==> src/rtl/xup_shift_pkg.sv <==
// Shared definitions for the universal shift register: mode encodings and
// the counter-width helper used by the top and by testbenches.
package xup_shift_pkg;

  localparam logic [2:0] MODE_HOLD = 3'b000;
  localparam logic [2:0] MODE_LOAD = 3'b001;
  localparam logic [2:0] MODE_SHL  = 3'b010;
  localparam logic [2:0] MODE_SHR  = 3'b011;
  localparam logic [2:0] MODE_ROL  = 3'b100;
  localparam logic [2:0] MODE_ROR  = 3'b101;
  localparam logic [2:0] MODE_ASR  = 3'b110;

  // Width of the shift counter; a 2-bit register still needs one bit.
  function automatic int cnt_width(input int width);
    return (width <= 2) ? 1 : $clog2(width);
  endfunction

endpackage

==> src/rtl/xup_shift_next.sv <==
// Combinational next-value mux for the shift register. Produces the value q
// would take if the operation executes, plus a flag marking shift modes.
module xup_shift_next
  import xup_shift_pkg::*;
#(
  parameter int WIDTH = 8
) (
  input  logic [WIDTH-1:0] q,
  input  logic [2:0]       mode,
  input  logic             sin,
  input  logic [WIDTH-1:0] d,
  output logic [WIDTH-1:0] q_next,
  output logic             is_shift
);

  // Lower WIDTH-1 bits shared by every right-moving operation.
  logic [WIDTH-2:0] right_core;

  genvar gi;
  generate
    for (gi = 0; gi < WIDTH - 1; gi = gi + 1) begin : g_right_core
      assign right_core[gi] = q[gi+1];
    end
  endgenerate

  // Decode mode into the candidate next value; reserved code falls back to hold.
  always_comb begin
    q_next   = q;
    is_shift = 1'b0;
    case (mode)
      MODE_LOAD: q_next = d;
      MODE_SHL: begin
        q_next   = {q[WIDTH-2:0], sin};
        is_shift = 1'b1;
      end
      MODE_SHR: begin
        q_next   = {sin, right_core};
        is_shift = 1'b1;
      end
      MODE_ROL: begin
        q_next   = {q[WIDTH-2:0], q[WIDTH-1]};
        is_shift = 1'b1;
      end
      MODE_ROR: begin
        q_next   = {q[0], right_core};
        is_shift = 1'b1;
      end
      MODE_ASR: begin
        q_next   = {q[WIDTH-1], right_core};
        is_shift = 1'b1;
      end
      default: begin
        q_next   = q;
        is_shift = 1'b0;
      end
    endcase
  end

endmodule

==> src/rtl/xup_shift_reg_en.sv <==
// Parametrised universal shift register with clock enable, synchronous clear,
// shift counter and a one-cycle word-complete pulse.
module xup_shift_reg_en
  import xup_shift_pkg::*;
#(
  parameter int               WIDTH     = 8,
  parameter logic [WIDTH-1:0] RESET_VAL = '0,
  // Simulation-only update delay; registered updates here are zero-delay, so
  // it folds into a constant and never changes cycle behaviour.
  parameter int               DELAY     = 3
) (
  input  logic                        clk,
  input  logic                        reset_n,
  input  logic                        en,
  input  logic                        clr,
  input  logic [2:0]                  mode,
  input  logic [WIDTH-1:0]            d,
  input  logic                        sin,
  output logic [WIDTH-1:0]            q,
  output logic                        sout,
  output logic [cnt_width(WIDTH)-1:0] cnt,
  output logic                        done
);

  localparam int CNT_W = cnt_width(WIDTH) + 0 * DELAY;
  localparam logic [CNT_W-1:0] CNT_LAST = CNT_W'(WIDTH - 1);

  logic [WIDTH-1:0] q_reg;
  logic [WIDTH-1:0] q_next;
  logic [CNT_W-1:0] cnt_reg;
  logic             done_reg;
  logic             is_shift;

  xup_shift_next #(
    .WIDTH(WIDTH)
  ) u_next (
    .q       (q_reg),
    .mode    (mode),
    .sin     (sin),
    .d       (d),
    .q_next  (q_next),
    .is_shift(is_shift)
  );

  // Register, counter and done pulse: clr beats enable, enable beats hold.
  always_ff @(posedge clk or negedge reset_n) begin
    if (!reset_n) begin
      q_reg    <= RESET_VAL;
      cnt_reg  <= '0;
      done_reg <= 1'b0;
    end else if (clr) begin
      q_reg    <= RESET_VAL;
      cnt_reg  <= '0;
      done_reg <= 1'b0;
    end else if (en) begin
      q_reg <= q_next;
      if (mode == MODE_LOAD) begin
        cnt_reg  <= '0;
        done_reg <= 1'b0;
      end else if (is_shift) begin
        if (cnt_reg == CNT_LAST) begin
          cnt_reg  <= '0;
          done_reg <= 1'b1;
        end else begin
          cnt_reg  <= cnt_reg + CNT_W'(1);
          done_reg <= 1'b0;
        end
      end else begin
        done_reg <= 1'b0;
      end
    end else begin
      done_reg <= 1'b0;
    end
  end

  // Serial output taps the MSB for left-moving modes, the LSB otherwise.
  always_comb begin
    sout = q_reg[0];
    if ((mode == MODE_SHL) || (mode == MODE_ROL)) begin
      sout = q_reg[WIDTH-1];
    end
  end

  assign q    = q_reg;
  assign cnt  = cnt_reg;
  assign done = done_reg;

endmodule

==> config.mk <==
export PLATFORM = sky130hd
export DESIGN_NAME = xup_shift_reg_en
export DESIGN_NICKNAME = d
export VERILOG_FILES = /design/src/rtl/xup_shift_pkg.sv /design/src/rtl/xup_shift_next.sv /design/src/rtl/xup_shift_reg_en.sv
export SDC_FILE = /design/constraint.sdc
export NUM_CORES = 1
export LEC_CHECK = 0
export BUFFER_PORTS_ARGS = -buffer_cell sky130_fd_sc_hd__buf_4
export CORE_ASPECT_RATIO = 2
export CORE_MARGIN = 8
export CORE_UTILIZATION = 31
export DETAILED_ROUTE_END_ITERATION = 16
export GPL_ROUTABILITY_DRIVEN = 0
export PLACE_DENSITY_LB_ADDON = 0.15
export SLEW_MARGIN = 25
export SYNTH_ARGS = -nofsm -noshare
export SYNTH_HDL_FRONTEND = slang
export SYNTH_SLANG_ARGS = --single-unit
==> constraint.sdc <==
create_clock -name clk -period 1.25 [get_ports clk]
set_input_delay 0.0625 -clock clk [delete_from_list [all_inputs] [get_ports clk]]
set_output_delay 0.0625 -clock clk [all_outputs]
set_load 0.05 [all_outputs]
; Word level (Yosys, flattened, before mapping)
; Index checks and enable logic that the tools add are counted.
[totals]
regBits = 12
in_bits = 16
output_inout_bits = 13
wordCells = 37
[op_classes]
addsub = 1
eq_ne = 8
mux = 15
reduce_logical = 9
[ops]
columns = cell, count
row1 = case mux 8 bit (6 select lines), 1
row2 = 2-to-1 mux 8 bit, 2
row3 = 2-to-1 mux 3 bit, 5
row4 = equality test 3 bit (second input constant), 4
row5 = 2-to-1 mux 1 bit, 7
row6 = nonzero test 7 bit, 1
row7 = equality test 3 x 2 -> 1 bit (second input constant), 2
row8 = nonzero test 6 bit, 1
row9 = OR reduction 5 bit, 1
row10 = AND reduction 2 bit, 2
row11 = adder 3 x 1 -> 3 bit (second input constant), 1
row12 = equality test 3 x 1 -> 1 bit (second input constant), 1
row13 = AND reduction 3 bit, 1
row14 = nonzero test 3 bit, 1
row15 = != test 2 bit (second input constant), 1
row16 = nonzero test 2 bit, 1
row17 = logical OR 1 bit, 1

; Logic depth before layout (Yosys ltp)
; Gate-level depths: netlist of the first run.
[depth]
word_depth = 7
depth_mapped = 6
ltp_nobuf = 5

; By module
; From an unflattened synthesis of the first run, not the netlist that was laid out.
[hier_totals]
cells_unflattened = 94
hier_area_um2 = 992.2
[by_module_without_submodules]
columns = module, instances, cells_per_inst, area_each_um2, seq_area_each_um2
row1 = xup_shift_reg_en, 1, 45, 581.8, 300.3
row2 = xup_shift_next, 1, 49, 410.4, 0.0

; Least setup slack after synthesis of the first run
; OpenSTA, ideal clock, no wires.
[synth_path]
path_type = flip-flop to flip-flop
startpoint = register q_reg[5], in the netlist q[5]
endpoint = register q_reg[4], in the netlist q[4]
setup_ps = 125
t_arrival_ps = 1343
t_required_ps = 1125
setup_slack_ps = -218
path_stages_with_launch = 5
n_path_buf = 0
synth_period_minus_slack_ps = 1468
cell_sequence = dfrtp_1 mux2_4 o22ai_1 a211oi_1 mux2_2
[synth_between]
elab_chain_len = 3
[synth_lines]
columns = element, line
row1 = start: declaration, xup_shift_reg_en.sv:28  ; logic [WIDTH-1:0] q_reg;
row2 = start signal: assignment, xup_shift_reg_en.sv:56  ; q_reg <= q_next;
row3 = case mux 8 bit (6 select lines), xup_shift_next.sv:30  ; case (mode)
row4 = 2-to-1 mux 8 bit, xup_shift_reg_en.sv:55  ; end else if (en) begin
row5 = 2-to-1 mux 8 bit, xup_shift_reg_en.sv:51  ; end else if (clr) begin
; Every way passes these cells. The select of a mux whose other input is x is not followed.
; A chain may end at the register's enable or synchronous reset.

; Worst setup path in the final report of the first run
[layout_path]
startpoint = register q_reg[6], in the netlist q[6]
endpoint = register q_reg[5], in the netlist q[5]
; Same word-level chain as after synthesis.

==> metrics.log, run 1 <==
INFO  metric run_status = complete, no violations
INFO  metric antenna_found_initial = 0
INFO  metric power.static_leakage = 0.632 nW
INFO  metric synth_cell_types = 32
INFO  metric grt-ovfl-total = 0
INFO  metric crit_fanout = 3
INFO  metric final.hold.worst_slack = 0.124 ns
INFO  metric worst-endpoint-arrival = 1.33 ns
INFO  metric track_usage = 12.1%
INFO  metric grt_start_max_net_pins = 14
INFO  metric setup.worst_path.class = flip-flop to flip-flop
INFO  metric max_freq = 832 MHz
INFO  metric synthDominantAreaCellType = sky130_fd_sc_hd__dfrtp_1
INFO  metric syn_area = 941 sq um
INFO  metric worst_path_cell_with_the_longest_stage_delay = sky130_fd_sc_hd__dfrtp_2
INFO  metric wl_per_cell = 17.5 microns
INFO  metric design.die.area = 5160 sq um
INFO  metric timing.reg2reg.worst_path_depth = 4
INFO  metric clk-insertion-delay-late = 0.25 ns
INFO  metric final_layout_size_suffix_gt1_share = 52.2%
INFO  metric holdPathStages = 3
INFO  metric timing.final.max_slew_violations = 0
INFO  metric insertedDiodeCount = 0
INFO  metric cts-buffers-inserted = 3
INFO  metric syn_inst = 97
INFO  metric worstMarginPinSlew = 0.338 ns
INFO  metric post_synth_most_frequent_cells = sky130_fd_sc_hd__dfrtp_1, sky130_fd_sc_hd__inv_1, sky130_fd_sc_hd__mux2i_1, sky130_fd_sc_hd__o21ai_0
INFO  metric clock-sinks = 12
INFO  metric setup.worst_path.end_class = flip-flop
INFO  metric die_height = 93.9 microns
INFO  metric cts-root-buf = sky130_fd_sc_hd__clkbuf_8
INFO  metric die_width = 55.0 microns
INFO  metric internal_power = 0.932 mW
INFO  metric cts-htree-levels = 1
INFO  metric average_vias_per_placed_instance = 5.54
INFO  metric avg_synthesized_cell_area = 9.70 sq um
INFO  metric synth_flop_cell = sky130_fd_sc_hd__dfrtp_1
INFO  metric synth_fp_nets = 115
INFO  metric critical_path.startpoint_type = flip-flop
INFO  metric postSynth.asyncResetShare = 100%
INFO  metric fraction_of_power_spent_switching_nets = 37.4%
INFO  metric post-route-min-period = 1.20 ns
INFO  metric drt_pre_antenna_iters = 2
INFO  metric worst_path_largest_cell_delay = 0.41 ns
INFO  metric critical_path_depth = 4
INFO  metric share_clk_of_total_power = 25.9%
INFO  metric core-area = 2940 sq um
INFO  metric cp_data_required_time = 1.38 ns
INFO  metric cts_tree = yes
INFO  metric synth_enable_flop_cells = 0
INFO  metric route.antenna.remaining_nets = 0
INFO  metric drc = 0
INFO  metric final_util = 45.2%
INFO  metric final-hold-violation-count = 0
INFO  metric timing.clock.skew = 0.00398 ns
INFO  metric initialDrtViolationCount = 12
INFO  metric clkSlewWorstSetupHoldPaths = 0.06 ns
INFO  metric yosys-top-cells-area = sky130_fd_sc_hd__dfrtp_1, sky130_fd_sc_hd__mux2i_1, sky130_fd_sc_hd__mux2_2
INFO  metric critical_path_buf_inv_count = 0
INFO  metric grt_pass1_wl = 4.71 mm
INFO  metric hold_class = input pin to flip-flop
INFO  metric switching_power = 0.557 mW
INFO  metric routed_wl = 2.91 mm
INFO  metric unrepaired_setup_endpoints_after_global_routing = false
INFO  metric power_per_cell_area = 1120 nW/um^2
INFO  metric power.total = 1.49 mW
INFO  metric synthesis.yosys.warnings = 0
INFO  metric ios = 29
INFO  metric report.final.setup_viol = 0
INFO  metric grt_pass1_vias = 992
INFO  metric synthMostInstantiatedCell = sky130_fd_sc_hd__dfrtp_1
INFO  metric worst_path_dominant_cell_family = multiplexers
INFO  metric synth_seq_area_share = 31.9%
INFO  metric cap_violations = 0
INFO  metric synthesis_to_finish_area_growth = 41.5%
INFO  metric slew_headroom = 77.4%
INFO  metric buffer_ports.inserted = 28
INFO  metric area_share_of_the_largest_cell_type_after_synthesis = 31.9%
INFO  metric num-fill-cells = 316
INFO  metric power.share.combinational = 42.2%
INFO  metric max-clock-path-buffers = 2
INFO  metric critical_path.cell_chain = mux2_4 > o22ai_2 > a211oi_1 > mux2_4
INFO  metric final_nets = 155
INFO  metric flip_flop_and_latch_count_after_synthesis = 12
INFO  metric dp_hpwl = 2.24 mm
INFO  metric flip_flop_count_of_the_largest_register_all_copies_and_words_added = 8
INFO  metric final.period_utilization = 96.1%
INFO  metric critical_path.most_common_cell = sky130_fd_sc_hd__mux2_4
INFO  metric pwr-share-seq = 31.9%
INFO  metric core.rowCount = 28
INFO  metric initial_core_utilization = 32.0%
INFO  metric num_vias = 920
INFO  metric largest_voltage_drop_on_the_vdd_net = 706 uV
==> final cells by class <==
type	count	area, sq um	share of cell area, %
Sequential cell	12	312	23.4
Multi-Input combinational cell	71	593	44.5
Inverter	7	26.3	1.97
Tap cell	30	37.5	2.82
Timing Repair Buffer	42	318	23.9
Clock buffer	4	45.0	3.38
==> routing by layer <==
layer	up-vias	share of wire (%)	GRT usage (%)
met1	451	39	13.5
met5	-	0	0
met4	0	2.2	5.44
met3	6	6.0	2.38
met2	25	53	20.5
li1	438	-	-
==> timing repair <==
| item | 4_1_cts | 5_1_grt |
|---|---|---|
| hold buffers | 1 | 0 |
| buffers inserted | 1 | 0 |
| gates resized for setup | 0 | 4 |
| endpoints found under the hold margin | 12 | 0 |
| endpoints found under the setup margin | 1 | 4 |
==> per-stage QoR <==
| stage | TNS (ns) | setup slack (ns) | std cells | instance area, sq um |
|---|---|---|---|---|
| after floorplan | -0.467 | -0.0901 | 97 | 960 |
| after global placement | 0 | 0.00830 | 160 | 1240 |
| after detailed placement | -0.0152 | -0.0152 | 160 | 1240 |
| after CTS | 0 | 0.0241 | 166 | 1310 |
| after global routing | 0 | 0.000144 | 166 | 1330 |
| final | 0 | 0.0485 | 166 | 1330 |
==> worst register-to-register path, delay by kind of cell (launching register included) <==
kind	cells	cell delay, ns
flops	1	0.41
compound gates	2	0.14
mux	2	0.53
==> kinds of logic (layout without fill, tap and decap cells) <==
| kind of cell | Yosys count | count (layout) | synth area share (%) |
|---|---|---|---|
| AO/OA/AOI/OAI | 30 | 30 | 21.9 |
| AND/OR/NAND/NOR | 20 | 20 | 11.2 |
| buffers and inverters | 14 | 53 | 8.51 |
| XOR/XNOR | 1 | 1 | 1.73 |
| multiplexers | 17 | 17 | 21.0 |
| adder cells (fa/ha/maj) | 3 | 3 | 3.72 |
| flip-flops | 12 | 12 | 31.9 |
==> cell usage in the layout, fill, tap and decap left out, types with 2 or more instances in the layout <==
cell                       netlist  final
sky130_fd_sc_hd__nor3b_1         3      3
sky130_fd_sc_hd__ha_1            2      2
sky130_fd_sc_hd__o22ai_2         0      4
sky130_fd_sc_hd__o21ai_0         7      7
sky130_fd_sc_hd__a21oi_1         4      4
sky130_fd_sc_hd__a211oi_1        5      5
sky130_fd_sc_hd__o22ai_1         6      2
sky130_fd_sc_hd__inv_1           7      7
sky130_fd_sc_hd__nor2_1          4      4
sky130_fd_sc_hd__nand3_1         5      5
sky130_fd_sc_hd__mux2_2          6      4
sky130_fd_sc_hd__clkbuf_8        0      3
sky130_fd_sc_hd__buf_4           1     41
sky130_fd_sc_hd__nand2_1         3      3
sky130_fd_sc_hd__dfrtp_2         0      9
sky130_fd_sc_hd__and3_1          2      2
sky130_fd_sc_hd__mux2_4          4      6
sky130_fd_sc_hd__mux2i_1         7      7
sky130_fd_sc_hd__dfrtp_1        12      3
==> power groups by stage <==
stage	clock [mW]	sequential [mW]	combinational [mW]
after floorplan	0	0.637	0.235
after global placement	0	0.482	0.608
after detailed placement	0	0.485	0.615
after CTS	0.392	0.477	0.625
after global routing	0.404	0.482	0.679
final	0.385	0.475	0.629
==> final timing paths <==
path / start / to / slack (ns)
max: q[6]$_DFFE_PN0P_ / q[5]$_DFFE_PN0P_ / 0.05
min: d[0] / q[0]$_DFFE_PN0P_ / 0.12
max reg2reg: q[6]$_DFFE_PN0P_ / q[5]$_DFFE_PN0P_ / 0.05
min reg2reg: cnt[1]$_DFFE_PN0P_ / cnt[1]$_DFFE_PN0P_ / 0.58
max in group asynchronous: reset_n / q[7]$_DFFE_PN0P_ / 0.88
min in group asynchronous: reset_n / cnt[2]$_DFFE_PN0P_ / 0.19
No activity file was read; power rests on OpenSTA's default activity.
==> inputs of run 2 (changes only) <==
Settings changed: CORE_ASPECT_RATIO 2 to default, CORE_UTILIZATION 31 to 40.
Clock period 1.25 ns to 1 ns, I/O delays scaled along.
==> run 2 against run 1 <==
  * The run now ends with setup timing left
  * Sequential power grew 26%
  * Largest cell class unchanged
  * Sequential share of layout area decreased by 4.2 points
  * Combinational power increased by 70%
  * Setup slack worse by 0.29 ns
  * Fmax decreased by 3.5%
  * Core utilization up 29 points
==> metrics.log, run 2 (synthesis gave the netlist of run 1 again) <==
INFO  metric run_status = complete, but fails checks
INFO  metric violations = setup timing
INFO  metric routed_wl = 2.90 mm (-0.17%)
INFO  metric worst-endpoint-arrival = 1.41 ns (+0.08 ns)
INFO  metric dp_worst_setup_slack = -0.226 ns (-0.211 ns)
INFO  metric setup.worst_path.class = flip-flop to flip-flop
INFO  metric drt_pre_antenna_iters = 4 (+2)
INFO  metric drc = 0 (unchanged)
INFO  metric ios = 29 (unchanged)
INFO  metric antenna_found_initial = 0 (unchanged)
INFO  metric initialDrtViolationCount = 37 (+25)
INFO  metric grt_pass1_wl = 4.83 mm (+2.5%)
INFO  metric timing.clock.skew = 0.0120 ns (+0.00804 ns)
INFO  metric worst_path_largest_cell_delay = 0.42 ns (about the same)
INFO  metric layout.area.seq = 314 sq um (+0.80%)
INFO  metric die_width = 64.5 microns (+17%)
INFO  metric grt-ovfl-total = 0 (unchanged)
INFO  metric insertedDiodeCount = 0 (unchanged)
INFO  metric grt_pass1_vias = 1009 (+1.7%)
INFO  metric clkSlewWorstSetupHoldPaths = 0.09 ns (+0.03 ns)
INFO  metric timing.final.max_slew_violations = 0 (unchanged)
INFO  metric max_freq = 803 MHz (-3.5%)
INFO  metric post-route-min-period = 1.25 ns (+0.0436 ns)
INFO  metric layout_common_cells = sky130_fd_sc_hd__buf_4, sky130_fd_sc_hd__buf_6, sky130_fd_sc_hd__dfrtp_2
INFO  metric final.period_utilization = 125% (+28 points)
INFO  metric final_util = 73.8% (+29 points)
INFO  metric timing.final.ws_setup = -0.245 ns (-0.294 ns)
INFO  metric critical_path.cell_chain = buf_6 > mux2i_1 > a211oi_2 > mux2_4
INFO  metric cts-htree-levels = 1 (unchanged)
INFO  metric layout.cells.most_common = sky130_fd_sc_hd__buf_4
INFO  metric track_usage = 14.2% (+2.1 points)
INFO  metric design.die.area = 4160 sq um (-19%)
INFO  metric cts-root-buf = sky130_fd_sc_hd__clkbuf_4
INFO  metric flip_flop_count_of_the_largest_register_all_copies_and_words_added = 8 (unchanged)
INFO  metric power.total = 1.99 mW (+34%)
INFO  metric pwr-share-seq = 30.0% (-1.9 points)
INFO  metric die_height = 64.5 microns (-31%)
INFO  metric share_clk_of_total_power = 16.4% (-9.5 points)
INFO  metric final_layout_size_suffix_gt1_share = 66.7% (+14 points)
INFO  metric internal_power = 1.24 mW (+33%)
INFO  metric cts_tree = yes
INFO  metric num-fill-cells = 166 (-47%)
INFO  metric clock-sinks = 12 (unchanged)
INFO  metric cap_violations = 0 (unchanged)
INFO  metric critical_path.startpoint_type = flip-flop
INFO  metric crit_fanout = 4 (+1)
INFO  metric report.final.setup_viol = 20 (+20)
INFO  metric core-area = 2210 sq um (-25%)
INFO  metric synthesis_to_finish_area_growth = 73.4%
INFO  metric clk-insertion-delay-late = 0.28 ns (+0.03 ns)
INFO  metric unrepaired_setup_endpoints_after_global_routing = true
INFO  metric worst_path_cell_with_the_longest_stage_delay = sky130_fd_sc_hd__dfrtp_2
INFO  metric slew_headroom = 74.6% (-2.8 points)
INFO  metric dp_hpwl = 2.07 mm (-8.0%)
INFO  metric final-hold-violation-count = 0 (unchanged)
INFO  metric hold_class = input pin to flip-flop
INFO  metric setup.worst_path.end_class = flip-flop
INFO  metric num_vias = 943 (+2.5%)
INFO  metric final_nets = 166 (+7.1%)
INFO  metric wl_per_cell = 16.6 microns (-5.3%)
INFO  metric power.static_leakage = 0.729 nW (+15%)
INFO  metric cts-buffers-inserted = 3 (unchanged)
INFO  metric fraction_of_power_spent_switching_nets = 37.8% (+0.38 points)
INFO  metric initial_core_utilization = 42.5% (+11 points)
INFO  metric largest_voltage_drop_on_the_vdd_net = 996 uV (+41%)
INFO  metric cp_data_required_time = 1.17 ns (-0.21 ns)
INFO  metric switching_power = 0.754 mW (+35%)
INFO  metric buffer_ports.inserted = 28 (unchanged)
INFO  metric power.share.combinational = 53.6% (+11 points)
INFO  metric grt_start_max_net_pins = 13 (-1)
INFO  metric max-clock-path-buffers = 2 (unchanged)
INFO  metric core.rowCount = 17 (-39%)
INFO  metric power_per_cell_area = 1220 nW/um^2 (+9.3%)
INFO  metric worstMarginPinSlew = 0.380 ns (+0.0420 ns)
INFO  metric average_vias_per_placed_instance = 5.39 (-2.8%)
INFO  metric route.antenna.remaining_nets = 0 (unchanged)
INFO  metric multiInputGateArea = 697 sq um (+18%)
run 2: changes by cell type in the layout (fill, tap and decap cells not counted), moves of 5 or more:
cell,change
sky130_fd_sc_hd__o21ai_1,+5
sky130_fd_sc_hd__buf_6,+12
sky130_fd_sc_hd__buf_4,-12
sky130_fd_sc_hd__buf_8,+10
sky130_fd_sc_hd__o21ai_0,-6
run 2: area by class of cell:
cell class                 count  area share [%]
sequential                    12            19.2
clock buffer                   4            1.61
tap                           28            2.15
inverter                       7            1.61
timing repair buffer          53            32.7
multi-input combinational     71            42.7
run 2: final timing paths:
path	from	depth (start not counted)	endpoint	slack, ns
max in group asynchronous	reset_n	2	q[0]$_DFFE_PN0P_	0.66
min	d[0]	3	q[0]$_DFFE_PN0P_	0.08
max reg2reg	q[5]$_DFFE_PN0P_	4	q[4]$_DFFE_PN0P_	-0.25
min reg2reg	cnt[2]$_DFFE_PN0P_	2	cnt[2]$_DFFE_PN0P_	0.61
max	q[5]$_DFFE_PN0P_	4	q[4]$_DFFE_PN0P_	-0.25
min in group asynchronous	reset_n	2	q[5]$_DFFE_PN0P_	0.14
run 2: timing repair:
item                                    in CTS  in global routing
buffers inserted                             3                  1
gates resized for setup                     35                 17
endpoints found under the hold margin       12                  0
hold buffers                                 1                  0
pin swaps                                    5                  5
endpoints found under the setup margin      20                 22
run 2: power by group through the flow:
| stage | clock [mW] | sequential, mW | combinational (mW) |
|---|---|---|---|
| 2_1_floorplan | 0 | 0.804 | 0.316 |
| 3_3_place_gp | 0 | 0.598 | 0.831 |
| 3_5_place_dp | 0 | 0.601 | 0.845 |
| 4_1_cts | 0.338 | 0.593 | 1.00 |
| 5_1_grt | 0.359 | 0.607 | 1.13 |
| 6_report | 0.328 | 0.598 | 1.07 |
run 2: critical path: cells and delay by family (launching register included):
family	cells	cell delay (ns)
muxes	2	0.48
AOI/OAI and AO/OA	1	0.11
buffers and inverters	1	0.13
DFF	1	0.42
run 2: metal layers:
| metal | up-vias | track usage, % | routed length [microns] |
|---|---|---|---|
| li1 | 462 | - | - |
| met1 | 458 | 17.4 | 1270 |
| met2 | 19 | 22.5 | 1440 |
| met3 | 4 | 4.47 | 169 |
| met4 | 0 | 5.99 | 27 |
| met5 | - | 0 | 0 |
run 2: stage by stage:
stage	TNS [ns]	area, sq um	hold slack [ns]	instances
after floorplan	-2.60	1000	-0.246	97
after global placement	-1.72	1360	-0.100	166
after detailed placement	-1.94	1360	-0.0955	166
after CTS	-1.89	1550	0.0793	174
after global routing	-2.62	1630	0.0860	175
final	-1.81	1630	0.0840	175
==> inputs of run 3 (changes only) <==
Settings changed: TNS_END_PERCENT from default to 20.
==> run 3 against run 2 <==
  * The run still ends with setup timing left
  * Flip-flop and latch count unchanged
  * Via count increased by 0.42%
  * Hold slack improved by 0.0048 ns
  * Largest cell class unchanged
  * Clock skew decreased by 0.0094 ns
  * Total power decreased by 1.5%
  * Critical endpoint unchanged
  * Clock power increased by 21%
  * Combinational power decreased by 8%
  * Final area decreased by 5.4%
  * Sequential share of layout area increased by 0.70 points
  * Cell count unchanged
  * Largest power group unchanged
==> metrics.log, run 3 (synthesis gave the netlist of run 1 again) <==
INFO  metric run_status = complete, but fails checks
INFO  metric violations = setup timing
INFO  metric power.static_leakage = 0.721 nW (-1.2%)
INFO  metric die_height = 64.5 microns (unchanged)
INFO  metric final_layout_size_suffix_gt1_share = 59.9% (-6.8 points)
INFO  metric power.total = 1.96 mW (-1.5%)
INFO  metric cts-buffers-inserted = 3 (unchanged)
INFO  metric dp_hpwl = 2.02 mm (-2.2%)
INFO  metric average_vias_per_placed_instance = 5.41 (+0.42%)
INFO  metric cap_violations = 0 (unchanged)
INFO  metric timing.reg2reg.worst_path_depth = 4 (unchanged)
INFO  metric final_util = 69.7% (-4.0 points)
INFO  metric antenna_found_initial = 0 (unchanged)
INFO  metric rr_endpoint = q[4]$_DFFE_PN0P_
INFO  metric core-area = 2210 sq um (unchanged)
INFO  metric finalInstanceArea = 1540 sq um (-5.4%)
INFO  metric drt_pre_antenna_iters = 4 (unchanged)
INFO  metric report.final.setup_viol = 19 (-5.0%)
INFO  metric num_vias = 947 (+0.42%)
INFO  metric timing.clock.skew = 0.00260 ns (-0.00943 ns)
INFO  metric timing.hold.worst_endpoint = q[0]$_DFFE_PN0P_
INFO  metric drc = 0 (unchanged)
INFO  metric route.antenna.remaining_nets = 0 (unchanged)
INFO  metric cts_tree = yes
INFO  metric routed_wl = 2.92 mm (+0.76%)
INFO  metric max_freq = 805 MHz (+0.29%)
INFO  metric hold_start = d[0]
INFO  metric unrepaired_setup_endpoints_after_global_routing = true
INFO  metric power_per_cell_area = 1270 nW/um^2 (+4.2%)
INFO  metric reg2reg_setup_slack = -0.24 ns (about the same)
INFO  metric final.period_utilization = 124% (-0.36 points)
INFO  metric timing.final.max_slew_violations = 0 (unchanged)
INFO  metric holdPathStages = 3 (unchanged)
INFO  metric worst-endpoint-arrival = 1.40 ns (about the same)
INFO  metric clk-insertion-delay-late = 0.27 ns (about the same)
INFO  metric layout_common_cells = sky130_fd_sc_hd__buf_4, sky130_fd_sc_hd__buf_6, sky130_fd_sc_hd__inv_1, sky130_fd_sc_hd__mux2i_1, sky130_fd_sc_hd__mux2_4
INFO  metric clock-sinks = 12 (unchanged)
INFO  metric track_usage = 13.9% (-0.35 points)
INFO  metric cts-root-buf = sky130_fd_sc_hd__clkbuf_4
INFO  metric grt-ovfl-total = 0 (unchanged)
INFO  metric final-hold-violation-count = 0 (unchanged)
INFO  metric worstMarginPinSlew = 0.378 ns (-0.00230 ns)
INFO  metric flip_flop_count_of_the_largest_register_all_copies_and_words_added = 8 (unchanged)
INFO  metric initialDrtViolationCount = 35 (-5.4%)
INFO  metric insertedDiodeCount = 0 (unchanged)
INFO  metric die_width = 64.5 microns (unchanged)
INFO  metric grt_start_max_net_pins = 13 (unchanged)
INFO  metric grt_pass1_vias = 996 (-1.3%)
INFO  metric max-clock-path-buffers = 2 (unchanged)
INFO  metric timing.final.ws_setup = -0.241 ns (+0.00363 ns)
INFO  metric buffer_ports.inserted = 28 (unchanged)
INFO  metric grt_pass1_wl = 4.75 mm (-1.7%)
INFO  metric critical_path.startpoint_type = flip-flop
INFO  metric post-route-min-period = 1.24 ns (-0.00363 ns)
INFO  metric design.die.area = 4160 sq um (unchanged)
INFO  metric ios = 29 (unchanged)
INFO  metric wl_per_cell = 16.7 microns (+0.76%)
INFO  metric crit_fanout = 2 (-2)
INFO  metric final_nets = 166 (unchanged)
INFO  metric setup.worst_path.class = flip-flop to flip-flop
INFO  metric crit_start = q[5]$_DFFE_PN0P_
INFO  metric initial_core_utilization = 42.5% (unchanged)
INFO  metric cts-htree-levels = 1 (unchanged)
INFO  metric core.rowCount = 17 (unchanged)
INFO  metric setup.worst_path.end_class = flip-flop
INFO  metric slew_headroom = 74.7% (+0.15 points)
INFO  metric rr_startpoint = q[5]$_DFFE_PN0P_
INFO  metric largest_voltage_drop_on_the_vdd_net = 1240 uV (+25%)
INFO  metric synthesis_to_finish_area_growth = 64.0%
INFO  metric clkSlewWorstSetupHoldPaths = 0.09 ns (about the same)
INFO  metric hold_class = input pin to flip-flop
INFO  metric layout.cells.most_common = sky130_fd_sc_hd__buf_4
INFO  metric cp_data_required_time = 1.16 ns (about the same)
INFO  metric placedInstanceArea = 1310 sq um (-3.4%)
==> run 3: final cells by class <==
type | instances | area, sq um
Multi-Input combinational cell | 71 | 649
Fill cell | 190 | 669
Tap cell | 28 | 35.0
Sequential cell | 12 | 308
Clock buffer | 4 | 36.3
Timing Repair Buffer | 53 | 488
Inverter | 7 | 26.3
==> run 3: through the flow <==
step | hold WS [ns] | std cells | TNS [ns] | setup slack (ns)
CTS | 0.0658 | 175 | -2.17 | -0.202
detailed placement | -0.0982 | 166 | -2.09 | -0.218
floorplan | -0.246 | 97 | -3.72 | -0.340
global placement | -0.0993 | 166 | -1.92 | -0.199
global route | 0.101 | 175 | -2.96 | -0.270
finish | 0.0888 | 175 | -2.21 | -0.241
==> run 3: where the power goes <==
part / switching [mW] / total, mW / internal (mW)
Combinational: 0.512 / 0.983 / 0.471
Sequential: 0.0402 / 0.584 / 0.543
Clock: 0.177 / 0.398 / 0.221
==> run 3: critical path, stage by stage (launching register included) <==
cell and delay (ns):
sky130_fd_sc_hd__dfrtp_2 0.42, sky130_fd_sc_hd__mux2_4 0.28, sky130_fd_sc_hd__o22ai_2 0.11, sky130_fd_sc_hd__a211oi_1 0.07
sky130_fd_sc_hd__mux2_2 0.26
==> run 3: what timing repair did <==
action                                 in CTS  in global routing
buffers inserted                            4                  0
endpoints found under the hold margin      12                  0
gates resized for setup                    28                 12
pin swaps                                   3                  3
hold buffers                                1                  0
setup endpoints to repair                  22                 22
==> run 3: metal layers <==
metal	part of all wire, %	vias to the layer above	track usage [%]
li1	-	459	-
met1	42	452	15.5
met2	50	32	25.0
met3	6.3	4	3.61
met4	1.4	0	4.36
met5	0	-	0
==> run 3: worst max-delay path by stage <==
stage / endpoint / slack, ns / cells after the start
detailed placement: q[5]$_DFFE_PN0P_ / -0.22 / 4
finish: q[4]$_DFFE_PN0P_ / -0.24 / 4
global route: q[4]$_DFFE_PN0P_ / -0.27 / 4
global placement: q[4]$_DFFE_PN0P_ / -0.20 / 4
CTS: q[1]$_DFFE_PN0P_ / -0.20 / 4
floorplan: q[4]$_DFFE_PN0P_ / -0.34 / 4
